<file path="src/rtl/spi_bus_arbiter_if.sv">
// Bundle of the arbiter's client-side and shared-bus signals.
// The arbiter binds to the slave modport; the agent driving the requests binds to master.
interface spi_bus_arbiter_if;
  logic [1:0] req;
  logic [1:0] gnt;
  logic       c0_spi_clk;
  logic       c0_spi_mosi;
  logic       c0_spi_ncs;
  logic       c1_spi_clk;
  logic       c1_spi_mosi;
  logic       c1_spi_ncs;
  logic       spi_clk;
  logic       spi_mosi;
  logic       lcd_cs_n;
  logic       flash_cs_n;
  logic       busy;
  logic       timeout_err;

  modport master (
    output req, c0_spi_clk, c0_spi_mosi, c0_spi_ncs,
           c1_spi_clk, c1_spi_mosi, c1_spi_ncs,
    input  gnt, spi_clk, spi_mosi, lcd_cs_n, flash_cs_n, busy, timeout_err
  );

  modport slave (
    input  req, c0_spi_clk, c0_spi_mosi, c0_spi_ncs,
           c1_spi_clk, c1_spi_mosi, c1_spi_ncs,
    output gnt, spi_clk, spi_mosi, lcd_cs_n, flash_cs_n, busy, timeout_err
  );
endinterface

</file>
<file path="src/rtl/spi_bus_arbiter.sv">
// Two-client SPI bus arbiter (LCD = client 0, flash = client 1) with round-robin ties
// and an enforced idle gap. Optional grant hold timeout: define SPI_BUS_ARBITER_TIMEOUT_EN.
module spi_bus_arbiter #(
  parameter int unsigned GAP_CYCLES     = 4,
  parameter int unsigned TIMEOUT_CYCLES = 65535
) (
  input  logic              clk,
  input  logic              rst_n,
  spi_bus_arbiter_if.slave  bus
);

  typedef enum logic [1:0] {S_IDLE, S_GRANT0, S_GRANT1, S_GAP} state_t;

  localparam int unsigned      GAP_W       = (GAP_CYCLES > 1) ? $clog2(GAP_CYCLES) : 1;
  localparam logic [GAP_W-1:0] GAP_LAST    = GAP_W'((GAP_CYCLES > 0) ? GAP_CYCLES - 1 : 0);
  localparam state_t           AFTER_GRANT = (GAP_CYCLES == 0) ? S_IDLE : S_GAP;

  state_t           r_state;
  state_t           w_next;
  logic [GAP_W-1:0] r_gap_cnt;
  logic             r_last_owner;
  logic [1:0]       r_gnt;
  logic [1:0]       w_elig;
  logic             w_timeout;
  logic             w_in_grant;

  logic w_spi_clk;
  logic w_spi_mosi;
  logic w_lcd_cs_n;
  logic w_flash_cs_n;

  assign w_in_grant = (r_state == S_GRANT0) || (r_state == S_GRANT1);

`ifdef SPI_BUS_ARBITER_TIMEOUT_EN
  localparam int unsigned       HOLD_W    = (TIMEOUT_CYCLES > 1) ? $clog2(TIMEOUT_CYCLES) : 1;
  localparam logic [HOLD_W-1:0] HOLD_LAST = HOLD_W'((TIMEOUT_CYCLES > 0) ? TIMEOUT_CYCLES - 1 : 0);

  logic [HOLD_W-1:0] r_hold_cnt;
  logic [1:0]        r_block;
  logic              r_timeout_err;

  // A revoked client stays blocked until it has been seen with req low.
  assign w_elig    = bus.req & ~r_block;
  assign w_timeout = (r_hold_cnt == HOLD_LAST) &&
                     (((r_state == S_GRANT0) && bus.req[0]) ||
                      ((r_state == S_GRANT1) && bus.req[1]));

  always_ff @(posedge clk or negedge rst_n) begin
    if (!rst_n) begin
      r_hold_cnt    <= '0;
      r_block       <= 2'b00;
      r_timeout_err <= 1'b0;
    end else begin
      r_hold_cnt    <= (w_in_grant && (w_next == r_state)) ? r_hold_cnt + 1'b1 : '0;
      r_timeout_err <= w_timeout;
      if (w_timeout && (r_state == S_GRANT0)) r_block[0] <= 1'b1;
      else if (!bus.req[0])                   r_block[0] <= 1'b0;
      if (w_timeout && (r_state == S_GRANT1)) r_block[1] <= 1'b1;
      else if (!bus.req[1])                   r_block[1] <= 1'b0;
    end
  end

  assign bus.timeout_err = r_timeout_err;
`else
  assign w_elig          = bus.req;
  assign w_timeout       = 1'b0;
  assign bus.timeout_err = 1'b0;
`endif

  // NOTE: sequential state uses non-blocking assignments so every register samples
  // pre-edge values; blocking here would create order-dependent simulation races.
  always_ff @(posedge clk or negedge rst_n) begin
    if (!rst_n) r_state <= S_IDLE;
    else        r_state <= w_next;
  end

  always_comb begin
    w_next = r_state;
    unique case (r_state)
      S_IDLE: begin
        if (w_elig == 2'b11) w_next = r_last_owner ? S_GRANT0 : S_GRANT1;
        else if (w_elig[0])  w_next = S_GRANT0;
        else if (w_elig[1])  w_next = S_GRANT1;
      end
      S_GRANT0: if (!bus.req[0] || w_timeout) w_next = AFTER_GRANT;
      S_GRANT1: if (!bus.req[1] || w_timeout) w_next = AFTER_GRANT;
      S_GAP:    if (r_gap_cnt == GAP_LAST)   w_next = S_IDLE;
      default:  w_next = S_IDLE;
    endcase
  end

  always_ff @(posedge clk or negedge rst_n) begin
    if (!rst_n) begin
      r_gap_cnt    <= '0;
      r_last_owner <= 1'b1;
      r_gnt        <= 2'b00;
    end else begin
      r_gap_cnt <= (r_state == S_GAP) ? r_gap_cnt + 1'b1 : '0;
      if (r_state == S_IDLE && w_next == S_GRANT0) r_last_owner <= 1'b0;
      if (r_state == S_IDLE && w_next == S_GRANT1) r_last_owner <= 1'b1;
      r_gnt <= {w_next == S_GRANT1, w_next == S_GRANT0};
    end
  end

  // Bus pins decode from the state register only, so reset or leaving a grant
  // parks the selects high without waiting on any client input.
  always_comb begin
    // NOTE: every output gets a default first so no path through the case infers a latch.
    w_spi_clk    = 1'b0;
    w_spi_mosi   = 1'b0;
    w_lcd_cs_n   = 1'b1;
    w_flash_cs_n = 1'b1;
    unique case (r_state)
      S_GRANT0: begin
        w_spi_clk  = bus.c0_spi_clk;
        w_spi_mosi = bus.c0_spi_mosi;
        w_lcd_cs_n = bus.c0_spi_ncs;
      end
      S_GRANT1: begin
        w_spi_clk    = bus.c1_spi_clk;
        w_spi_mosi   = bus.c1_spi_mosi;
        w_flash_cs_n = bus.c1_spi_ncs;
      end
      default: ;
    endcase
  end

  assign bus.spi_clk    = w_spi_clk;
  assign bus.spi_mosi   = w_spi_mosi;
  assign bus.lcd_cs_n   = w_lcd_cs_n;
  assign bus.flash_cs_n = w_flash_cs_n;
  assign bus.gnt        = r_gnt;
  assign bus.busy       = (r_state != S_IDLE);

endmodule

</file>
<file path="src/flat_wrapper.sv">
// flat-port wrapper written by rule: the top's interface ports become plain ports
module spi_bus_arbiter_flat 
#(
  parameter int unsigned GAP_CYCLES     = 4,
  parameter int unsigned TIMEOUT_CYCLES = 65535
)
  (clk, rst_n, bus_req, bus_c0_spi_clk, bus_c0_spi_mosi, bus_c0_spi_ncs, bus_c1_spi_clk, bus_c1_spi_mosi, bus_c1_spi_ncs, bus_gnt, bus_spi_clk, bus_spi_mosi, bus_lcd_cs_n, bus_flash_cs_n, bus_busy, bus_timeout_err);
  spi_bus_arbiter_if bus_i ();
  input  logic clk;
  input  logic rst_n;
  input wire logic [$bits(bus_i.req)-1:0] bus_req;
  input wire logic [$bits(bus_i.c0_spi_clk)-1:0] bus_c0_spi_clk;
  input wire logic [$bits(bus_i.c0_spi_mosi)-1:0] bus_c0_spi_mosi;
  input wire logic [$bits(bus_i.c0_spi_ncs)-1:0] bus_c0_spi_ncs;
  input wire logic [$bits(bus_i.c1_spi_clk)-1:0] bus_c1_spi_clk;
  input wire logic [$bits(bus_i.c1_spi_mosi)-1:0] bus_c1_spi_mosi;
  input wire logic [$bits(bus_i.c1_spi_ncs)-1:0] bus_c1_spi_ncs;
  output wire logic [$bits(bus_i.gnt)-1:0] bus_gnt;
  output wire logic [$bits(bus_i.spi_clk)-1:0] bus_spi_clk;
  output wire logic [$bits(bus_i.spi_mosi)-1:0] bus_spi_mosi;
  output wire logic [$bits(bus_i.lcd_cs_n)-1:0] bus_lcd_cs_n;
  output wire logic [$bits(bus_i.flash_cs_n)-1:0] bus_flash_cs_n;
  output wire logic [$bits(bus_i.busy)-1:0] bus_busy;
  output wire logic [$bits(bus_i.timeout_err)-1:0] bus_timeout_err;
  assign bus_i.req = bus_req;
  assign bus_i.c0_spi_clk = bus_c0_spi_clk;
  assign bus_i.c0_spi_mosi = bus_c0_spi_mosi;
  assign bus_i.c0_spi_ncs = bus_c0_spi_ncs;
  assign bus_i.c1_spi_clk = bus_c1_spi_clk;
  assign bus_i.c1_spi_mosi = bus_c1_spi_mosi;
  assign bus_i.c1_spi_ncs = bus_c1_spi_ncs;
  assign bus_gnt = bus_i.gnt;
  assign bus_spi_clk = bus_i.spi_clk;
  assign bus_spi_mosi = bus_i.spi_mosi;
  assign bus_lcd_cs_n = bus_i.lcd_cs_n;
  assign bus_flash_cs_n = bus_i.flash_cs_n;
  assign bus_busy = bus_i.busy;
  assign bus_timeout_err = bus_i.timeout_err;
  spi_bus_arbiter #(.GAP_CYCLES(GAP_CYCLES), .TIMEOUT_CYCLES(TIMEOUT_CYCLES)) u_core (.clk(clk), .rst_n(rst_n), .bus(bus_i));
endmodule
</file>
<file path="config.mk">
export PLATFORM = sky130hd
export DESIGN_NAME = spi_bus_arbiter_flat
export DESIGN_NICKNAME = d
export VERILOG_FILES = /design/src/rtl/spi_bus_arbiter_if.sv /design/src/rtl/spi_bus_arbiter.sv /design/src/flat_wrapper.sv
export SDC_FILE = /design/constraint.sdc
export NUM_CORES = 1
export LEC_CHECK = 0
export ABC_AREA = 1
export BUFFER_PORTS_ARGS = -buffer_cell sky130_fd_sc_hd__buf_2
export CAP_MARGIN = 20
export CORE_AREA = 5 5 42 44
export CTS_CLUSTER_DIAMETER = 120
export DETAILED_ROUTE_END_ITERATION = 10
export DIE_AREA = 0 0 47 49
export SYNTH_ARGS = -nofsm -noshare
export SYNTH_HDL_FRONTEND = slang
export SYNTH_SLANG_ARGS = --single-unit
</file>
<file path="constraint.sdc">
create_clock -name clk -period 3.5 [get_ports clk]
set_input_delay 0.35 -clock clk [delete_from_list [all_inputs] [get_ports clk]]
set_output_delay 0.35 -clock clk [all_outputs]
set_load 0.005 [all_outputs]
</file>
==> reports/metrics.cfg, run 1 <==
[timing]
min_period_ps = 1840
hold_viol_final = 0
drv_slew = 0
finalSetupTns_ps = 0
post-route-period-util_pct = 52.6
clock.fmax_mhz = 543
rsz0062_at_grt = false
finalWorstSetupSlack_ps = 1660
finalSetupViolCount = 0
hold_ws_ps = 424
finalClockSkew_ps = 0.282

[job]
max_cap_violations = 0

[floorplanning]
dieArea_um2 = 2300
core_um2 = 1400
die_width_um = 47
rows = 14
fp.dieH_um = 49
io_pins = 18
start_util_pct = 36.0

[logic_synthesis]
ys_seq_elements = 7
synth_largest_area_cell = dfrtp_1
syn_avg_cell_area_um2 = 7.53
synthTopCellsByArea = dfrtp_1 30%, ha_1 12%, inv_1 11%
synth_cell_types = 19
syn-cell-area_um2 = 504
syn_inst = 67
yosysMostFrequentCell = inv_1
synth-edff-count = 0
synth.net_count = 82
synth.yosys.seq_area_share_pct = 35.0
synth_ff_type = dfrtp_1
async_flop_share_pct = 100
synthTopCellsByCount = 15 x inv_1, 13 x nand2_1, 6 x dfrtp_1
synth_top_area_share_pct = 29.8
synth_warnings = 0

[final_layout]
drive_gt1_share_pct = 36.8
design_area_um2 = 633
fill_cells = 154
diodes = 0
syn2layout_area_growth_pct = 25.6
nNetsFinal = 103
fin_cells = 103

[worst_setup_path]
critPathLaunchType = flop
endpoint_kind = output pin
cpLargestDelayFamily = flip-flops
max_stage_delay_ps = 400
crit_fanout = 5
worst-path-buf-inv = 3
cp_data_arrival_time_ps = 1490
cp_slowest_cell = dfrtp_1
cp_data_required_time_ps = 3150
cp_common_cell = inv_1
crit_type = flop to output pin
crit_chain = inv_1, ha_1, inv_1, or2_2, buf_2

[pwr]
p_leak_nw = 0.369
vdd_ir_drop_max_uv = 331
p_per_area_nw_per_um2 = 800

[drt]
vias_per_cell = 4.29
antenna_left = 0
highest_layer = met3
drt-initial-drc-count = 3
drc = 0
met3_length_um = 93
wl_met2_um = 411
num_vias = 442
drt_pass1_iterations = 4
m1WireLength_um = 413
wirelength_um = 918
wl_per_cell_um = 8.91

[clock_tree]
cts-resized-gates = 0
cts_tree = built
htreeDepth = 1
cts_max_path_buffers = 2
cts_made_buffers = 3
post_cts_buffers = 0
clkLatencyLatePin_ps = 240
clkSlewWorstSetupHoldPaths_ps = 50
hold_buffers = 1
clock-root-buffer = clkbuf_4
clock_sinks = 7

[place]
dpl.cell_count = 98
port-buffer-count = 16
place_ws_ps = 1900
gp_congestion = 0.724
place_area_um2 = 597
dp_hpwl_um = 784

[global_routing]
overflow = 0
grt_max_degree = 8
grt_pass1_wl_um = 1540
grt.total_usage_pct = 9.30
first_global_vias = 399
antenna_found_initial = 0

[status]
status = finished clean

[min_path]
hold_path.class = flop to flop

## state kept, by name, indices dropped and copies added (netlist names)
signal               count
u_core.bus.gnt           2
u_core.r_last_owner      1
u_core.r_state           2
u_core.r_gap_cnt         2
## power by group
part / switching [mW] / internal, mW / leakage (nW) / total [mW]
combinational: 0.177 / 0.120 / 0.266 / 0.297
clock: 0.0273 / 0.0433 / 0.0150 / 0.0706
sequential: 0.0214 / 0.117 / 0.0879 / 0.139
total: 0.225 / 0.281 / 0.369 / 0.506
## layout by cell type, fill, tap and decap left out
master / n
buf_2: 16
inv_1: 15
nand2_1: 13
dfrtp_1: 6
ha_1: 5
a21oi_1: 3
nor2_1: 3
o21ai_2: 3
nand3_1: 3
clkbuf_4: 3
inv_2: 2
nand3_2: 2
nand2_2: 2
or2_2: 2
nand4_1: 2
o21ai_0: 1
o21ai_1: 1
nor2_2: 1
conb_1: 1
clkbuf_1: 1
dlygate4sd3_1: 1
dfstp_2: 1
## layout make-up
class / instances / area (µm²) / area share, %
Sequential cell: 7 / 176 / 27.9
Inverter: 17 / 63.8 / 10.1
Timing Repair Buffer: 17 / 90.1 / 14.2
Clock buffer: 4 / 26.3 / 4.15
Tap cell: 16 / 20.0 / 3.16
Multi-Input combinational cell: 42 / 256 / 40.5
## routing by layer
metal	vias to the layer above	GRT usage, %
met2	14	13.1
met4	0	6.91
met1	188	11.7
met5	-	0
met3	0	2.21
li1	240	-
## cells by family (layout without fill, tap and decap cells)
group	after synthesis	in the layout	synth area share, %
AO/OA/AOI/OAI	8	8	10.2
adder cells (fa/ha/maj)	5	5	12.4
buffers and inverters	18	38	14.1
flip-flops	7	7	35.0
other	1	1	0.744
AND/OR/NAND/NOR	28	28	27.5
## final timing paths
kind,slack (ps),to,depth (start not counted),startpoint
max,1660,bus_lcd_cs_n,5,u_core.r_state[1]
min,420,u_core.r_gap_cnt[0],1,u_core.r_gap_cnt[0]
max reg2reg,2130,u_core.bus.gnt[1],8,u_core.r_state[0]
min reg2reg,420,u_core.r_gap_cnt[0],1,u_core.r_gap_cnt[0]
max in group asynchronous,2810,u_core.r_last_owner,2,rst_n
min in group asynchronous,460,u_core.bus.gnt[0],2,rst_n
## per-stage QoR
stage,utilization (%),power [mW]
after floorplan,-,0.362
after global placement,42.6,0.438
after detailed placement,42.6,0.442
after CTS,45.2,0.518
after global routing,45.2,0.569
final,45.2,0.506
(Power assumes the default switching activity.)
==> run 2, diff against run 1 <==
--- a/config.mk
+++ b/config.mk
@@ -12,6 +12,7 @@
 export CTS_CLUSTER_DIAMETER = 120
 export DETAILED_ROUTE_END_ITERATION = 10
 export DIE_AREA = 0 0 47 49
+export PLACE_DENSITY = 0.66
 export SYNTH_ARGS = -nofsm -noshare
 export SYNTH_HDL_FRONTEND = slang
 export SYNTH_SLANG_ARGS = --single-unit
==> constraint.sdc (replaced) <==
create_clock -name clk -period 1.65 [get_ports clk]
set_input_delay 0.165 -clock clk [delete_from_list [all_inputs] [get_ports clk]]
set_output_delay 0.165 -clock clk [all_outputs]
set_load 0.005 [all_outputs]
==> run 2 against run 1 <==
  * Non-clock buffer count rose by 2
  * Combinational power is 130% higher
  * Worst setup slack got worse by 1600 ps
  * Clock-buffer cell count unchanged
  * Sequential power is 120% higher
  * Hold slack got worse by 150 ps
  * Final area is 3.4% higher
  * First-iteration DRC count up 67%
  * Routed wire length increased by 4.7%
  * Critical path depth is the same
  * Clock skew up 0.63 ps
  * Cell count up 1.9%
  * Largest cell class unchanged
  * Largest power group unchanged
==> reports/metrics.cfg, run 2 (same netlist as run 1, synthesis figures left out) <==
[timing]
hold_ws_ps = 269  ; -155 ps
finalWorstSetupSlack_ps = 47.5  ; -1610 ps
finalSetupViolCount = 0  ; unchanged
post-route-period-util_pct = 97.1
min_period_ps = 1600
rsz0062_at_grt = true
hold_viol_final = 0  ; unchanged
finalClockSkew_ps = 0.915  ; +0.633 ps
clock.fmax_mhz = 624
drv_slew = 0  ; unchanged

[clock_tree]
clock_sinks = 7  ; unchanged
cts_tree = built
clkSlewWorstSetupHoldPaths_ps = 50  ; about the same
cts_max_path_buffers = 2  ; unchanged
clock-root-buffer = clkbuf_4
cts_made_buffers = 3  ; unchanged
clkLatencyLatePin_ps = 250  ; about the same
htreeDepth = 1  ; unchanged

[drt]
vias_per_cell = 4.43  ; +3.2%
wirelength_um = 961  ; +4.7%
num_vias = 465  ; +5.2%
met3_length_um = 74  ; -20%
highest_layer = met4
m1WireLength_um = 354  ; -14%
drc = 0  ; unchanged
antenna_left = 0  ; unchanged
wl_per_cell_um = 9.15  ; +2.7%
wl_met2_um = 510  ; +24%
drt-initial-drc-count = 5  ; +2
drt_pass1_iterations = 2  ; -2

[status]
status = finished clean

[final_layout]
layout_commonest_cell = buf_2
fill_cells = 154  ; unchanged
drive_gt1_share_pct = 42.7  ; +5.9 points
nNetsFinal = 105  ; +1.9%
fin_cells = 105  ; +1.9%
final_cell_mix = 16 x buf_2, 14 x inv_1, 13 x nand2_1, 5 x dfrtp_1
diodes = 0  ; unchanged
design_area_um2 = 654  ; +3.4%
syn2layout_area_growth_pct = 29.8

[pwr]
pwr-share-clk_pct = 13.5  ; -0.5 points
p_per_area_nw_per_um2 = 1710  ; +110%
vdd_ir_drop_max_uv = 817  ; +150%
switchingPower_mw = 0.489  ; +120%
p_comb_share_pct = 59.7  ; +1.1 points
power.internal_mw = 0.630  ; +120%
p_leak_nw = 0.373  ; +1.2%
sw_frac_of_total_pct = 43.7  ; -0.79 points
seq_power_share_pct = 26.8  ; -0.6 points

[min_path]
whs_endpoint = u_core.r_last_owner
hold_path.class = primary input to flop
min-delay-start = bus_req[0]
min_path_cells = 4  ; +3

[floorplanning]
core_um2 = 1400  ; unchanged
fp.dieH_um = 49  ; unchanged
dieArea_um2 = 2300  ; unchanged
rows = 14  ; unchanged
start_util_pct = 36.0  ; unchanged
io_pins = 18  ; unchanged
die_width_um = 47  ; unchanged

[place]
port-buffer-count = 16  ; unchanged
place_area_um2 = 597  ; unchanged
gp_congestion = 0.659  ; -9.0%
dpl.cell_count = 98  ; unchanged
dp_hpwl_um = 821  ; +4.7%
place_ws_ps = 221  ; -1680 ps

[worst_setup_path]
cp_data_required_time_ps = 1480  ; -1670 ps
r2r-start = u_core.r_state[1]
r2r_slack_ps = 290  ; -1840 ps
endpoint_kind = output pin
cp_data_arrival_time_ps = 1440  ; -50 ps
crit_type = flop to output pin
crit_fanout = 6  ; +1
critPathLaunchType = flop
reg2reg_depth = 9  ; +1
r2r-end = u_core.bus.gnt[0]

[global_routing]
first_global_vias = 397  ; -0.50%
grt_pass1_wl_um = 1600  ; +4.0%
grt_max_degree = 8  ; unchanged
grt.total_usage_pct = 9.57  ; +0.28 points
antenna_found_initial = 0  ; unchanged
overflow = 0  ; unchanged

[job]
max_cap_violations = 0  ; unchanged

-- run 2: worst max path at each step --
stage | startpoint | end | slack, ps
final | u_core.r_state[0] | bus_flash_cs_n | 50
after global routing | u_core.r_state[1] | bus_lcd_cs_n | -50
after CTS | u_core.r_state[0] | bus_flash_cs_n | -20
after detailed placement | u_core.r_state[1] | bus_lcd_cs_n | 220
after global placement | u_core.r_state[1] | bus_lcd_cs_n | 240
after floorplan | u_core.r_state[0] | u_core.bus.gnt[1] | 400
-- run 2: power groups by stage --
stage               Clock, mW  Sequential [mW]  Combinational (mW)
floorplan                   0            0.294               0.475
global placement            0            0.298               0.624
detailed placement          0            0.302               0.638
CTS                     0.161            0.300               0.644
global route            0.175            0.312               0.773
finish                  0.151            0.300               0.669
-- run 2: cell type report --
| type | instances | area (µm²) | area share [%] |
|---|---|---|---|
| well taps | 16 | 20.0 | 3.06 |
| inverters | 17 | 63.8 | 9.75 |
| repair buffers | 19 | 105 | 16.1 |
| multi-input cells | 42 | 262 | 40.0 |
| clock buffers | 4 | 26.3 | 4.02 |
| flip-flops and latches | 7 | 178 | 27.2 |
-- run 2: metrics by stage --
step	power [mW]	TNS, ps	utilization [%]
floorplan	0.769	0	-
global placement	0.922	0	42.6
detailed placement	0.940	0	42.6
CTS	1.10	-37.8	45.4
global route	1.26	-85.4	46.7
finish	1.12	0	46.7
-- run 2: repair_timing --
action / in CTS / in global routing
setup buffers: 0 / 2
hold endpoints to repair: 7 / 0
gates resized for setup: 1 / 3
endpoints found under the setup margin: 2 / 2
hold buffers: 1 / 0
-- run 2: critical path, stage by stage (launching register included) --
cell     delay (ps)
dfrtp_2         430
inv_1            90
ha_2            210
inv_1            70
or2_2           260
buf_2           130
-- run 2: layer usage --
layer | vias to the layer above | GRT usage [%]
li1 | 244 | -
met1 | 206 | 11.2
met2 | 12 | 14.3
met3 | 3 | 2.58
met4 | 0 | 6.91
met5 | - | 0
==> run 3, diff against run 2 <==
--- a/config.mk
+++ b/config.mk
@@ -13,6 +13,8 @@
 export DETAILED_ROUTE_END_ITERATION = 10
 export DIE_AREA = 0 0 47 49
 export PLACE_DENSITY = 0.66
+export SETUP_SLACK_MARGIN = 0.05
+export SLEW_MARGIN = 20
 export SYNTH_ARGS = -nofsm -noshare
 export SYNTH_HDL_FRONTEND = slang
 export SYNTH_SLANG_ARGS = --single-unit
==> run 3 against run 2 <==
  * Combinational power grew 13%
  * Register-to-register slack worse by 120 ps
  * Global-route usage up 0.071 points
==> reports/metrics.cfg, run 3 (same netlist as run 1, synthesis figures left out) <==
[clock_tree]
cts_max_path_buffers = 2  ; unchanged
clkLatencyLatePin_ps = 250  ; about the same
clock-root-buffer = clkbuf_4
clkSlewWorstSetupHoldPaths_ps = 50  ; about the same
cts_made_buffers = 3  ; unchanged
cts_tree = built
clock_sinks = 7  ; unchanged
htreeDepth = 1  ; unchanged

[global_routing]
first_global_vias = 409  ; +3.0%
grt_pass1_wl_um = 1610  ; +0.88%
overflow = 0  ; unchanged
grtUsageMet2_pct = 14.7  ; +0.45 points
grt-busiest-layer = met2
grt_max_degree = 8  ; unchanged
grt.total_usage_pct = 9.65  ; +0.071 points
met3_usage_pct = 2.58  ; unchanged
antenna_found_initial = 0  ; unchanged
use_met1_pct = 11.0  ; -0.22 points

[timing]
post-route-period-util_pct = 94.4  ; -2.7 points
min_period_ps = 1560  ; -45.0 ps
hold_viol_final = 0  ; unchanged
clock.fmax_mhz = 642  ; +2.9%
finalSetupTns_ps = 0  ; unchanged
finalSetupViolCount = 0  ; unchanged
finalClockSkew_ps = 1.34  ; +0.422 ps
drv_slew = 0  ; unchanged
rsz0062_at_grt = true

[worst_setup_path]
cp_data_arrival_time_ps = 1390  ; -50 ps
r2r-end = u_core.bus.gnt[0]
cp_data_required_time_ps = 1480  ; about the same
crit_fanout = 6  ; unchanged
endpoint = bus_flash_cs_n
cp-startpoint = u_core.r_state[0]
reg2reg_depth = 11  ; +2
endpoint_kind = output pin
critPathLaunchType = flop
crit_type = flop to output pin
r2r_slack_ps = 170  ; -120 ps
r2r-start = u_core.r_state[0]

[job]
max_cap_violations = 0  ; unchanged

[drt]
drc = 0  ; unchanged
drt-initial-drc-count = 6  ; +1
num_vias = 481  ; +3.4%
antenna_left = 0  ; unchanged
wirelength_um = 1020  ; +5.9%
drt_pass1_iterations = 3  ; +1
vias_per_cell = 4.41  ; -0.36%
wl_per_cell_um = 9.34  ; +2.0%

[final_layout]
layout_commonest_cell = buf_2
final_cell_mix = 16 x buf_2, 13 x nand2_1, 13 x inv_1, 6 x buf_4, 5 x dfrtp_1
nNetsFinal = 109  ; +3.8%
drive_gt1_share_pct = 46.2  ; +3.5 points
fin_cells = 109  ; +3.8%
diodes = 0  ; unchanged
syn2layout_area_growth_pct = 37.7
design_area_um2 = 694  ; +6.1%

[pwr]
p_comb_share_pct = 62.1  ; +2.4 points
vdd_ir_drop_max_uv = 786  ; -3.8%
switchingPower_mw = 0.520  ; +6.2%
p_per_area_nw_per_um2 = 1750  ; +2.3%
p_leak_nw = 0.394  ; +5.5%
sw_frac_of_total_pct = 42.7  ; -0.96 points
finalPower_mw = 1.22  ; +8.6%
power.internal_mw = 0.696  ; +10%
pwr-share-clk_pct = 12.5  ; -1.0 points
seq_power_share_pct = 25.4  ; -1.4 points

[place]
place_area_um2 = 597  ; unchanged
port-buffer-count = 16  ; unchanged
dpl.cell_count = 98  ; unchanged
dp_hpwl_um = 821  ; unchanged
gp_congestion = 0.659  ; unchanged

[floorplanning]
die_width_um = 47  ; unchanged
dieArea_um2 = 2300  ; unchanged
core_um2 = 1400  ; unchanged
rows = 14  ; unchanged
io_pins = 18  ; unchanged
fp.dieH_um = 49  ; unchanged
start_util_pct = 36.0  ; unchanged

[status]
status = finished clean

[min_path]
hold_path.class = primary input to flop

run 3: cell types whose count changed in the layout (fill, tap and decap cells not counted), sizes merged:
cell | previous run | this run
buf | 18 | 22
run 3: cell type report:
class                           instances  area (µm²)
Timing Repair Buffer                   23         135
Multi-Input combinational cell         42         272
Clock buffer                            4        26.3
Sequential cell                         7         178
Tap cell                               16        20.0
Fill cell                             144         707
Inverter                               17        63.8
run 3: worst min-delay path by stage:
stage                          endpoint  slack (ps)        from  depth (start not counted)
global route        u_core.r_gap_cnt[0]         280       rst_n                          2
floorplan             u_core.bus.gnt[0]        -130       rst_n                          0
global placement      u_core.bus.gnt[0]        -0.2       rst_n                          1
finish              u_core.r_last_owner         270  bus_req[0]                          4
detailed placement    u_core.bus.gnt[0]           4       rst_n                          1
CTS                   u_core.bus.gnt[0]         260       rst_n                          2
run 3: per-stage QoR:
step | util, % | setup WS [ps] | hold slack (ps)
3_5_place_dp | 42.6 | 221 | 4.31
5_1_grt | 49.6 | 12.3 | 280
2_1_floorplan | - | 401 | -131
4_1_cts | 47.2 | 24.1 | 263
3_3_place_gp | 42.6 | 237 | -0.170
6_report | 49.6 | 92.6 | 267
run 3: repair_timing:
item | CTS | global route
pin swaps | 0 | 1
endpoints found under the hold margin | 7 | 0
setup endpoints to repair | 2 | 5
resized for setup | 4 | 2
hold buffers | 1 | 0
setup buffers | 3 | 3
run 3: critical path: stages, from the launching register on:
cell	delay [ps]
dfrtp_2	450
inv_2	80
ha_2	170
inv_1	50
or2_2	260
buf_2	130
run 3: metal layers:
layer	wire [µm]	vias to the layer above
met1	371	214
met4	22	0
met5	0	-
met3	74	3
li1	-	252
met2	549	12
run 3: power by group through the flow:
stage          registers [mW]  logic, mW  clock network, mW
2_1_floorplan           0.294      0.475                  0
3_3_place_gp            0.298      0.624                  0
3_5_place_dp            0.302      0.638                  0
4_1_cts                 0.304      0.700              0.161
5_1_grt                 0.320      0.860              0.175
6_report                0.309      0.756              0.152
